$ cat config.mk
export PLATFORM = sky130hd
export DESIGN_NAME = nonrestoring_divider
export DESIGN_NICKNAME = d
export VERILOG_FILES = /design/src/rtl/nonrestoring_divider_pkg.sv /design/src/rtl/nonrestoring_divider_addsub.sv /design/src/rtl/nonrestoring_divider.sv
export SDC_FILE = /design/constraint.sdc
export NUM_CORES = 1
export LEC_CHECK = 0
export CAP_MARGIN = 5
export CORE_MARGIN = 8
export CORE_UTILIZATION = 60
export CTS_CLUSTER_DIAMETER = 40
export DETAILED_ROUTE_END_ITERATION = 7
export DONT_BUFFER_PORTS = 1
export PLACE_DENSITY_LB_ADDON = 0.05
export SYNTH_ARGS = -nofsm -noshare
export SYNTH_HDL_FRONTEND = slang
export SYNTH_SLANG_ARGS = --single-unit
$ cat constraint.sdc
create_clock -name clk -period 4.8 [get_ports clk]
set_clock_uncertainty 0.1 [all_clocks]
set_input_delay 0.72 -clock clk [delete_from_list [all_inputs] [get_ports clk]]
set_output_delay 0.72 -clock clk [all_outputs]
set_load 0.005 [all_outputs]
$ cat src/rtl/nonrestoring_divider_pkg.sv
// Shared definitions for the non-restoring divider.
//   div_state_e       : controller states
//   DefaultN          : default operand width
//   min_count_width() : smallest iteration-counter width W with 2^W > n
package nonrestoring_divider_pkg;

  typedef enum logic [1:0] {
    StIdle,
    StLoadm,
    StIter,
    StFix
  } div_state_e;

  localparam int unsigned DefaultN = 16;

  function automatic int unsigned min_count_width(input int unsigned n);
    int unsigned w;
    w = 1;
    while ((64'd1 << w) <= 64'(n)) begin
      w++;
    end
    return w;
  endfunction

endpackage

$ cat src/rtl/nonrestoring_divider_addsub.sv
// (N+1)-bit add/subtract unit for the divider datapath. Purely combinational.
//   a, b : operands (two's complement, Width bits)
//   sub  : 1 -> y = a - b, 0 -> y = a + b
//   y    : result, carry out of the top bit discarded
module div_addsub #(
  parameter int unsigned Width = 17
) (
  input  logic [Width-1:0] a,
  input  logic [Width-1:0] b,
  input  logic             sub,
  output logic [Width-1:0] y
);

  always_comb begin
    y = sub ? (a - b) : (a + b);
  end

endmodule

$ cat src/rtl/nonrestoring_divider.sv
// Sequential unsigned non-restoring divider, one quotient bit per clock.
//   clk, rst_n  : clock, asynchronous active-low reset
//   start       : request pulse, sampled only in idle; bus holds the dividend then
//   bus         : dividend in the start cycle, divisor in the next cycle
//   quot, rem   : registered results, held until the next completion
//   busy        : high from the edge after start until the done cycle
//   done        : one-cycle completion pulse
//   div_by_zero : set with done when the divisor was zero
module nonrestoring_divider
  import nonrestoring_divider_pkg::*;
#(
  parameter int unsigned N = DefaultN,
  parameter int unsigned W = 5
) (
  input  logic         clk,
  input  logic         rst_n,
  input  logic         start,
  input  logic [N-1:0] bus,
  output logic [N-1:0] quot,
  output logic [N-1:0] rem,
  output logic         busy,
  output logic         done,
  output logic         div_by_zero
);

  if (W < min_count_width(N)) begin : g_bad_w
    $error("nonrestoring_divider: W too small to count N iterations");
  end

  div_state_e   state_q, state_d;
  logic [N:0]   a_q, a_d;
  logic [N-1:0] q_q, q_d;
  logic [N-1:0] m_q, m_d;
  logic [W-1:0] cnt_q, cnt_d;
  logic [N-1:0] quot_q, quot_d;
  logic [N-1:0] rem_q, rem_d;
  logic         busy_q, busy_d;
  logic         done_q, done_d;
  logic         dbz_q, dbz_d;

  logic [N:0] alu_a;
  logic [N:0] alu_y;
  logic       alu_sub;

  // Iterations operate on the shifted {A,Q}; the fix-up step adds M to A as is.
  always_comb begin
    alu_a   = (state_q == StFix) ? a_q : {a_q[N-1:0], q_q[N-1]};
    alu_sub = (state_q == StIter) && !a_q[N];
  end

  div_addsub #(
    .Width(N + 1)
  ) u_addsub (
    .a  (alu_a),
    .b  ({1'b0, m_q}),
    .sub(alu_sub),
    .y  (alu_y)
  );

  always_comb begin
    state_d = state_q;
    a_d     = a_q;
    q_d     = q_q;
    m_d     = m_q;
    cnt_d   = cnt_q;
    quot_d  = quot_q;
    rem_d   = rem_q;
    busy_d  = busy_q;
    done_d  = 1'b0;
    dbz_d   = dbz_q;

    unique case (state_q)
      StIdle: begin
        if (start) begin
          q_d     = bus;
          busy_d  = 1'b1;
          state_d = StLoadm;
        end
      end
      StLoadm: begin
        m_d   = bus;
        a_d   = '0;
        cnt_d = W'(N);
        if (bus == '0) begin
          quot_d  = '1;
          rem_d   = q_q;
          dbz_d   = 1'b1;
          done_d  = 1'b1;
          busy_d  = 1'b0;
          state_d = StIdle;
        end else begin
          dbz_d   = 1'b0;
          state_d = StIter;
        end
      end
      StIter: begin
        a_d   = alu_y;
        q_d   = {q_q[N-2:0], ~alu_y[N]};
        cnt_d = cnt_q - W'(1);
        if (cnt_q == W'(1)) begin
          state_d = StFix;
        end
      end
      StFix: begin
        // A negative partial remainder needs one restoring add of M.
        if (a_q[N]) begin
          a_d = alu_y;
        end
        quot_d  = q_q;
        rem_d   = a_q[N] ? alu_y[N-1:0] : a_q[N-1:0];
        done_d  = 1'b1;
        busy_d  = 1'b0;
        state_d = StIdle;
      end
      default: state_d = StIdle;
    endcase
  end

  always_ff @(posedge clk or negedge rst_n) begin
    if (!rst_n) begin
      state_q <= StIdle;
      a_q     <= '0;
      q_q     <= '0;
      m_q     <= '0;
      cnt_q   <= '0;
      quot_q  <= '0;
      rem_q   <= '0;
      busy_q  <= 1'b0;
      done_q  <= 1'b0;
      dbz_q   <= 1'b0;
    end else begin
      state_q <= state_d;
      a_q     <= a_d;
      q_q     <= q_d;
      m_q     <= m_d;
      cnt_q   <= cnt_d;
      quot_q  <= quot_d;
      rem_q   <= rem_d;
      busy_q  <= busy_d;
      done_q  <= done_d;
      dbz_q   <= dbz_d;
    end
  end

  assign quot        = quot_q;
  assign rem         = rem_q;
  assign busy        = busy_q;
  assign done        = done_q;
  assign div_by_zero = dbz_q;

endmodule

==> impl_metrics.json, run 1 <==
{
  "postSynthAreaPerCell_sq_um": 9.78,
  "cts.path.max_buffers": 2,
  "synth_seq_cells": 91,
  "required_ns": 4.96,
  "maxCapViolCount": 0,
  "hpwlAfterDp_um": 10200,
  "grt_pass1_wl_um": 23100,
  "die_w_um": 111,
  "drive_gt1_frac": 0.120,
  "routedWlPerCell_um": 21.4,
  "met2_usage": 0.358,
  "relSlewSlack": 0.331,
  "via_per_inst": 6.38,
  "start_kind": "register",
  "min_period_ns": 3.90,
  "insertion_delay_ns": 0.36,
  "synth-async-reset-ratio": 1.00,
  "overflow": 0,
  "clk_pin_slew_ns": 0.10,
  "grt_pass1_vias": 4176,
  "arrival_ns": 4.06,
  "cts_tree": "done",
  "fin_crit_sh": 0.813,
  "io_pins": 54,
  "coreArea_sq_um": 9020,
  "antenna_cells": 0,
  "rsz0062_at_grt": "no",
  "htree_levels": 3,
  "drt_wl_total_um": 14100,
  "synth_area_sq_um": 5460,
  "hold_path.class": "primary input to async pin",
  "ys_warn_count": 0,
  "slew_viol_final": 0,
  "met1_usage": 0.319,
  "die-area_sq_um": 12400,
  "synth_fp_nets": 603,
  "path_class": "register to register",
  "vias": 4215,
  "die_y_um": 111,
  "tns_ns": 0,
  "nets": 590,
  "port_buffers": 0,
  "vdd_drop_max_mv": 0.341,
  "hold_viol": 0,
  "tightest_slew_ns": 1.00,
  "busiest_layer": "met2",
  "finalSetupViolCount": 0,
  "initial_core_util": 0.605,
  "path_max_fanout": 23,
  "drt_iter0_markers": 420,
  "final_antenna_net_count": 0,
  "num-fill-cells": 772,
  "drc": 0,
  "grt_max_degree": 92,
  "power_density_nw_per_um2": 828,
  "timing.fmax_mhz": 256,
  "cts_made_buffers": 9,
  "seqCellArea_sq_um": 2280,
  "antenna_found_initial": 0,
  "rows": 35,
  "endpoint_kind": "register",
  "ys_seq_area_frac": 0.417,
  "grt.total_usage": 0.232,
  "met3_usage": 0.0489,
  "gp_congestion": 0.942,
  "dr.pass1.iters": 4,
  "syn_inst": 558,
  "synth_edf_count": 0,
  "clock-root-buffer": "clkbuf_8",
  "status": "finished clean",
  "yosysUniqueCellTypes": 61,
  "ys.flop_type": "dfrtp_1",
  "multi_input_area_sq_um": 3010,
  "power_uw": 4750,
  "syn_to_final_growth_pct": 5.13,
  "clkSinkCount": 91,
  "p_leak_uw": 0.00243
}
[layout by cell type, fill, tap and decap left out, drive strengths merged, types with 8 or more instances in the layout]
master / Yosys / routed
a21oi: 34 / 34
a22o: 8 / 8
clkbuf: 15 / 9
dfrtp: 91 / 91
ha: 25 / 25
inv: 15 / 19
mux2: 29 / 29
mux2i: 26 / 26
nand2: 59 / 59
nand3: 12 / 12
nor2: 26 / 26
nor2b: 10 / 10
o21ai: 58 / 58
o22a: 17 / 17
xnor2: 15 / 15
xor2: 10 / 10
[power breakdown]
part	total [uW]	switching, uW	internal (uW)
registers	1520	410	1110
clock network	504	307	197
logic	2720	1570	1150
[final cells by class]
cell class,count,share of cell area
Sequential cell,91,0.397
Timing Repair Buffer,7,0.0126
Tap cell,111,0.0242
Inverter,15,0.00981
Multi-Input combinational cell,421,0.525
Clock buffer,9,0.0216
Clock inverter,7,0.0100
[layer usage]
| metal | share of wire | wire [um] |
|---|---|---|
| met3 | 0.071 | 1010 |
| met4 | 0.013 | 181 |
| met1 | 0.46 | 6500 |
| met2 | 0.46 | 6450 |
| met5 | 0 | 0 |
[synthesized netlist by cell type (all sizes together), types with 15 or more instances]
library cell	count	area (sq um)
a21oi	34	178
buf	16	72.6
clkbuf	15	56.3
dfrtp	91	2280
ha	25	313
inv	15	56.3
mux2	29	327
mux2i	26	260
nand2	59	221
nor2	26	97.6
o21ai	58	290
o22a	17	149
xnor2	15	131
[final timing paths]
kind,start,to,slack [ns],depth (start not counted)
worst max-delay path,register,rem[14],0.90,9
worst min-delay path,rst_n,a_q[11],0.13,1
worst max register to register,register,rem[14],0.90,9
worst min register to register,rem[2],rem[2],0.43,2
max in group asynchronous,rst_n,quot[15],4.07,1
min in group clk,bus[1],m_q[1],0.38,2
[critical path, cell delays in order, from the launching register on]
cell and delay, ns:
dfrtp_1 0.43, ha_1 0.85, buf_4 0.37, mux2_2 0.36
ha_1 0.38, a21oi_1 0.29, o21ai_0 0.22, or4_1 0.54
a21oi_1 0.15, o21ai_1 0.09
[stage by stage]
stage | cells | instance area [sq um] | util | setup WS [ns] | hold slack (ns)
after floorplan | 558 | 5460 | - | 1.45 | 0.324
after global placement | 644 | 5530 | 0.613 | 1.01 | 0.327
after detailed placement | 644 | 5530 | 0.613 | 0.945 | 0.327
after CTS | 661 | 5740 | 0.636 | 0.945 | 0.168
after global routing | 661 | 5740 | 0.636 | 0.592 | 0.184
final | 661 | 5740 | 0.636 | 0.898 | 0.127
[flip-flops by register name, indices dropped and copies added, names as in the netlist, named ones only]
signal and cells:
a_q 17, m_q 16, q_q 16, quot 16
rem 16, cnt_q 5, busy 1, div_by_zero 1
done 1, state_q 1
[cells by family (layout without fill, tap and decap cells)]
logic type,after synthesis,in the layout,share of synthesized area
AND/OR/NAND/NOR,148,148,0.133
buffers and inverters,46,38,0.0339
flip-flops,91,91,0.417
XOR/XNOR,25,25,0.0401
adder cells (fa/ha/maj),26,26,0.0610
multiplexers,55,55,0.107
AO/OA/AOI/OAI,167,167,0.207
[what timing repair did]
action,CTS,global route
resized for setup,0,0
setup buffers,0,0
endpoints found under the hold margin,91,0
hold buffers,1,0
Power figures use the tool's default switching activity.
==> run 2: changes to the inputs <==
clock period = 3.8 ns   (was 4.8 ns; I/O delays follow)
==> impl_metrics.json, run 2 (same netlist as run 1, synthesis figures left out) <==
{
  "gp_congestion": 0.938,
  "hold_slack_ns": -0.00658,
  "initial_core_util": 0.605,
  "clock-root-buffer": "clkbuf_8",
  "grt_max_degree": 92,
  "drt_wl_total_um": 13900,
  "relSlewSlack": 0.495,
  "grt_pass1_wl_um": 22700,
  "hpwlAfterDp_um": 10200,
  "nets": 593,
  "tightest_slew_ns": 0.755,
  "slew_viol_final": 0,
  "intPower_uw": 3160,
  "rows": 35,
  "violations": "negative hold slack",
  "seqPwrFrac": 0.315,
  "layout_common_cells": "dfrtp_1, nand2_1, o21ai_0",
  "dr.pass1.iters": 5,
  "endpoint_kind": "register",
  "arrival_ns": 3.57,
  "multi_input_area_sq_um": 3010,
  "largest_register_ff_count": 17,
  "antenna_found_initial": 0,
  "drive_gt1_frac": 0.125,
  "path_class": "register to register",
  "path_max_fanout": 6,
  "dpl_cell_area_sq_um": 5550,
  "regMostFlops": "a_q",
  "hold_path.class": "primary input to async pin",
  "insertion_delay_ns": 0.37,
  "cts_tree": "done",
  "final_antenna_net_count": 0,
  "hold_viol": 6,
  "num-fill-cells": 737,
  "power_density_nw_per_um2": 1040,
  "coreArea_sq_um": 9020,
  "port_buffers": 0,
  "status": "finished, violations left",
  "finalSetupViolCount": 0,
  "antenna_cells": 0,
  "syn_to_final_growth_pct": 5.94,
  "design_area_sq_um": 5780,
  "htree_levels": 3,
  "required_ns": 3.93,
  "power.share.clock": 0.111,
  "final_common_cell": "dfrtp_1",
  "fin_crit_sh": 0.905,
  "cts.path.max_buffers": 2,
  "p_leak_uw": 0.00246,
  "combPwrFrac": 0.574,
  "sw_frac_of_total": 0.478,
  "rsz0062_at_grt": "no",
  "grt_pass1_vias": 4165,
  "vdd_drop_max_mv": 0.502,
  "maxCapViolCount": 0,
  "seqCellArea_sq_um": 2280,
  "drt_iter0_markers": 277,
  "vias": 4260,
  "die_w_um": 111,
  "start_kind": "register",
  "die-area_sq_um": 12400,
  "die_y_um": 111,
  "tns_ns": 0,
  "via_per_inst": 6.42,
  "clkSinkCount": 91,
  "grt.total_usage": 0.224,
  "startpoint": "state_q[0]",
  "min_period_ns": 3.44,
  "timing.fmax_mhz": 291,
  "reg2reg_from": "state_q[0]",
  "switchingPower_uw": 2890,
  "cts_made_buffers": 9,
  "drc": 0,
  "clk_pin_slew_ns": 0.10,
  "io_pins": 54,
  "routedWlPerCell_um": 20.9,
  "overflow": 0
}
run 2: changes by cell type in the layout (fill, tap and decap cells not counted), sizes merged:
cell and delta:
buf +3, clkinvlp -2, clkbuf +1, clkinv +1
run 2: stage by stage:
step	hold WS [ns]	worst slack, ns	cells	util	total power (uW)
floorplan	0.174	0.447	558	-	4480
global placement	0.178	0.548	647	0.616	5230
detailed placement	0.178	0.431	647	0.616	5330
CTS	0.0239	0.406	664	0.641	6040
global route	0.0370	0.123	664	0.641	6530
finish	-0.00658	0.362	664	0.641	6040
run 2: layout make-up:
type / instances / area share
multi-input cells: 421 / 0.521
flip-flops and latches: 91 / 0.394
well taps: 111 / 0.0240
clock buffers: 10 / 0.0238
repair buffers: 10 / 0.0164
clock inverters: 6 / 0.0113
inverters: 15 / 0.00974
run 2: worst paths after layout:
kind                            to  slack, ns  cells after the start
min in group clk            m_q[1]       0.22                      2
setup / recovery           rem[14]       0.36                     12
hold reg to reg             rem[2]       0.43                      2
setup reg to reg           rem[14]       0.36                     12
max in group asynchronous  a_q[10]       3.22                      1
hold / removal             a_q[15]     -0.007                      1
run 2: timing repair:
action	4_1_cts	5_1_grt
hold buffers	1	0
resized for setup	0	0
hold endpoints to repair	91	0
buffers inserted	0	0
run 2: routing by layer:
metal,up-vias,share of wire,track usage
li1,2011,-,-
met1,2109,0.45,0.308
met2,126,0.47,0.350
met3,14,0.067,0.0452
met4,0,0.011,0.0631
met5,-,0,0
run 2: power by group through the flow:
stage	Sequential [uW]	Combinational, uW	Clock (uW)
3_5_place_dp	1920	3410	0
4_1_cts	1900	3450	684
5_1_grt	1970	3840	716
3_3_place_gp	1900	3330	0
2_1_floorplan	1730	2750	0
6_report	1900	3470	670
run 2: critical path: stages, from the launching register on:
cell	delay, ns
dfrtp_1	0.44
inv_1	0.13
ha_1	0.19
nor2b_1	0.41
a21oi_1	0.10
xnor2_1	0.28
ha_1	0.35
a21oi_1	0.16
nand2_1	0.13
o211a_1	0.28
or4_1	0.48
a21oi_1	0.18
o21ai_1	0.09
